**config.mk**
```make
export PLATFORM = sky130hd
export DESIGN_NAME = pc_sequencer
export DESIGN_NICKNAME = d
export VERILOG_FILES = /design/src/rtl/pc_sequencer.sv
export SDC_FILE = /design/constraint.sdc
export NUM_CORES = 1
export LEC_CHECK = 0
export CAP_MARGIN = 40
export CORE_MARGIN = 5
export CORE_UTILIZATION = 32
export CTS_CLUSTER_DIAMETER = 80
export DETAILED_ROUTE_END_ITERATION = 10
export PLACE_DENSITY = 0.73
export SYNTH_ARGS = -nofsm -noshare
export SYNTH_HDL_FRONTEND = slang
export SYNTH_SLANG_ARGS = --single-unit
```
**constraint.sdc**
```tcl
create_clock -name clk -period 1.09 [get_ports clk]
set_input_delay 0.109 -clock clk [delete_from_list [all_inputs] [get_ports clk]]
set_output_delay 0.109 -clock clk [all_outputs]
set_load 0.01 [all_outputs]
```
**src/rtl/pc_sequencer.sv**
```systemverilog
// Program-counter sequencer: resolves relative branches from ALU flags and stalls
// the PC (rel_branch=1, offset=0) for the blocking input instruction and for halt.
module pc_sequencer #(
  parameter int AddrSz         = 6,
  parameter int DebounceCycles = 4
) (
  input  logic              clk,
  input  logic              n_reset,
  input  logic              br_req,
  input  logic [1:0]        br_cond,
  input  logic [AddrSz-1:0] br_offset,
  input  logic              z_flag,
  input  logic              n_flag,
  input  logic              in_req,
  input  logic              halt_req,
  input  logic              in_btn,
  output logic              rel_branch,
  output logic [AddrSz-1:0] offset,
  output logic              in_capture,
  output logic              commit,
  output logic              halted
);

  localparam int CntW = $clog2(DebounceCycles + 1);
  localparam logic [CntW-1:0] CntMax    = CntW'(DebounceCycles);
  localparam logic [CntW-1:0] CntStable = CntW'(DebounceCycles - 1);

  localparam logic [1:0] ST_RUN          = 2'd0;
  localparam logic [1:0] ST_WAIT_PRESS   = 2'd1;
  localparam logic [1:0] ST_WAIT_RELEASE = 2'd2;
  localparam logic [1:0] ST_HALT         = 2'd3;

  logic [1:0]      r_state;
  logic [1:0]      w_next_state;
  logic            r_sync1;
  logic            r_sync2;
  logic [CntW-1:0] r_cnt;
  logic [CntW-1:0] w_cnt_next;
  logic            w_match;
  logic            w_stable;
  logic            w_cond;

  // NOTE: sequential state uses non-blocking (<=) so every flop samples pre-edge values.
  always_ff @(posedge clk or negedge n_reset) begin
    if (!n_reset) begin
      r_sync1 <= 1'b0;
      r_sync2 <= 1'b0;
    end else begin
      r_sync1 <= in_btn;
      r_sync2 <= r_sync1;
    end
  end

  // Awaited switch level: high while waiting for the press, low while waiting for release.
  always_comb begin
    w_match = 1'b0;
    case (r_state)
      ST_WAIT_PRESS:   w_match = r_sync2;
      ST_WAIT_RELEASE: w_match = !r_sync2;
      default:         w_match = 1'b0;
    endcase
  end

  assign w_stable = w_match && (r_cnt == CntStable);

  always_comb begin
    case (br_cond)
      2'b00:   w_cond = 1'b1;
      2'b01:   w_cond = z_flag;
      2'b10:   w_cond = !z_flag;
      default: w_cond = n_flag;
    endcase
  end

  // NOTE: every output gets a default first, so no path through the case infers a latch.
  always_comb begin
    rel_branch   = 1'b1;
    offset       = '0;
    in_capture   = 1'b0;
    commit       = 1'b0;
    halted       = 1'b0;
    w_next_state = r_state;
    case (r_state)
      ST_RUN: begin
        if (halt_req) begin
          w_next_state = ST_HALT;
        end else if (in_req) begin
          w_next_state = ST_WAIT_PRESS;
        end else begin
          commit = 1'b1;
          if (br_req && w_cond) offset = br_offset;
          else                  rel_branch = 1'b0;
        end
      end
      ST_WAIT_PRESS: begin
        if (w_stable) begin
          in_capture   = 1'b1;
          w_next_state = ST_WAIT_RELEASE;
        end
      end
      ST_WAIT_RELEASE: begin
        if (w_stable) begin
          rel_branch   = 1'b0;
          commit       = 1'b1;
          w_next_state = ST_RUN;
        end
      end
      ST_HALT: halted = 1'b1;
    endcase
  end

  // Counter restarts on any state change so each wait measures its own stable run.
  always_comb begin
    if (w_next_state != r_state) w_cnt_next = '0;
    else if (!w_match)           w_cnt_next = '0;
    else if (r_cnt == CntMax)    w_cnt_next = r_cnt;
    else                         w_cnt_next = r_cnt + CntW'(1);
  end

  always_ff @(posedge clk or negedge n_reset) begin
    if (!n_reset) begin
      r_state <= ST_RUN;
      r_cnt   <= '0;
    end else begin
      r_state <= w_next_state;
      r_cnt   <= w_cnt_next;
    end
  end

endmodule

```
==> out/results.txt <==
Run status = finished with violations
Violated checks = setup timing
VDD IR max = 0.678 mV
FF-to-FF End = r_cnt[1]$_DFFE_PN0P_
CP Capture Type = output pin
Wire per inst = 12.8 um
Hold crit path type = in -> async
Commonest non-fill, non-tap cell in the layout = clkdlybuf4s50_1
Placed Area = 795 um2
Largest net degree at the start of global routing = 8
Worst setup SP type = register
Final period util = 147%
Final wirelength = 1360 um
CTS buffer count = 3
Final WS setup = -0.514 ns
Relative slew margins = 79.8%
Dpl hpwl = 1010 um
# fillers = 114
Max H-tree Level = 1
Antenna violations before repair = 0
Tmin final = 1.60 ns
Gr usage total = 13.7%
Worst-path maximum fanout = 3
Die area = 2210 um2
Sink Count = 7
Mapped Cells = 47
Share of cells above drive strength 1 = 46.2%
Warnings from Yosys = 0
First-pass GRT wire length = 2060 um
Hold violation count in the final report = 0
Worst Max-Slew Pin Slew = 0.301 ns
PortBufs = 25
Die Ht = 47.0 um
Final Max Tran Viols = 0
RSZ-0062 raised after global routing = true
Synth Register Bits = 7
P per Cell Area = 651 nW/um2
Routed Antenna Nets = 0
Ant diodes = 0
Vias in the first global route = 548
Seq/Total Area, Yosys = 39.9%
Area delta synth->final = 107%
Worst setup path endpoint = rel_branch
CP required = 0.98 ns
Via Count = 511
Core box area = 1300 um2
Die span in x = 47.0 um
Non-filler cells, final = 106
Max Buffers Root-to-Sink = 2
Placed insts = 96
Detailed Routing Iterations Pass 1 = 4
Skew final = 0.00664 ns
Syn_area_per_cell = 9.34 um2
Initial Utilization = 33.7%
Number of vias per cell = 4.82
TNS Setup = -4.69 ns
Fin area = 908 um2
Total gr overflow = 0
Beginning of the critical path = r_cnt[1]$_DFFE_PN0P_
Most frequent cells in the layout = 15 x clkdlybuf4s50_1, 11 x buf_6, 10 x buf_4
Worst setup path category = reg -> out
I/O pins = 26
DR DRC count = 0
Hold WS = 0.102 ns
Reg2reg setup slack = -0.19 ns
CTS tree = yes
RePlAce Congestion = 0.741
Leakage = 0.418 nW
Origin of the critical flop-to-flop path = r_sync2$_DFF_PN0_
Setup violations, final = 15
CTS root buf = clkbuf_4
Cell area after synthesis = 439 um2
Post-layout util = 69.8%
Worst-path clk slew = 0.06 ns
Num rows = 13
Reg2Reg Depth = 4
Layout net count = 111
Drt initial violations = 7
Syn_nets = 66
MaxCap Viol Count = 0
Fmax = 623 MHz
Yosys cell types = 21
Critical path data arrival time = 1.50 ns
Clk_lat worst skew = 0.26 ns
## where the power goes
group / switching, mW / internal, mW / leakage [nW]
Combinational: 0.0231 / 0.0617 / 0.320
Clock: 0.101 / 0.140 / 0.0150
Sequential: 0.00172 / 0.264 / 0.0827
## cell usage after synthesis, drive strengths merged
cell type  number  share of area (%)
nor2            2                1.7
mux2i           1                2.3
and4b           1                2.6
nand3           2                2.3
or3b            1                2.0
dfrtp           7                 40
xnor2           1                2.0
o211ai          1                1.7
a21o            1                1.7
a21oi           6                6.8
and2            7                 10
o21bai          1                1.7
o211a           1                2.3
nand3b          2                3.4
and3            1                1.4
ha              3                8.5
or3             1                1.4
nand2           3                2.6
inv             4                3.4
nor4b           1                2.0
## per-layer routing
layer	up-vias	global-route usage, %	part of all wire (%)
met2	11	23.6	56
li1	254	-	-
met5	-	0	0
met4	0	8.29	2.3
met3	4	6.13	3.7
met1	242	13.3	38
## critical path: stages, from the launching register on
cell,delay [ns]
dfrtp_1,0.37
ha_2,0.20
ha_4,0.13
nand3b_1,0.14
a21oi_2,0.20
nand2_1,0.06
buf_2,0.14
## timing repair
item | CTS | global route
gates resized for setup | 55 | 7
endpoints found under the setup margin | 15 | 15
hold buffers | 0 | 0
setup buffers | 6 | 0
pin swaps | 14 | 5
## worst min-delay path by stage
stage | from | endpoint | cells after the start
detailed placement | r_sync1$_DFF_PN0_ | r_sync2$_DFF_PN0_ | 0
CTS | n_reset | r_sync2$_DFF_PN0_ | 1
global placement | r_sync1$_DFF_PN0_ | r_sync2$_DFF_PN0_ | 0
global route | n_reset | r_sync2$_DFF_PN0_ | 1
finish | n_reset | r_sync2$_DFF_PN0_ | 1
floorplan | n_reset | r_cnt[0]$_DFFE_PN0P_ | 0
## flip-flops by register name, summed over array words and instances, names as in the netlist
register,cells
r_cnt,3
r_state,2
r_sync1,1
r_sync2,1
## final cells by class
| class | instances | area (um2) | area share [%] |
|---|---|---|---|
| clock buffers | 4 | 26.3 | 2.89 |
| multi-input cells | 36 | 304 | 33.5 |
| repair buffers | 40 | 369 | 40.6 |
| flip-flops and latches | 7 | 175 | 19.3 |
| inverters | 4 | 15.0 | 1.65 |
| well taps | 15 | 18.8 | 2.07 |
## through the flow
step                total power, mW  worst slack (ns)
floorplan                     0.277            -0.144
global placement              0.346            -0.768
detailed placement            0.348            -0.799
CTS                           0.603            -0.504
global route                  0.626            -0.592
finish                        0.591            -0.514
## kinds of logic after synthesis
logic type               synth area share (%)
XOR/XNOR                                 1.99
flip-flops                               39.9
AND/OR/NAND/NOR                          29.6
adder cells (fa/ha/maj)                  8.55
AO/OA/AOI/OAI                            14.2
buffers and inverters                    3.42
multiplexers                             2.28
No activity file was read; power rests on OpenSTA's default activity.
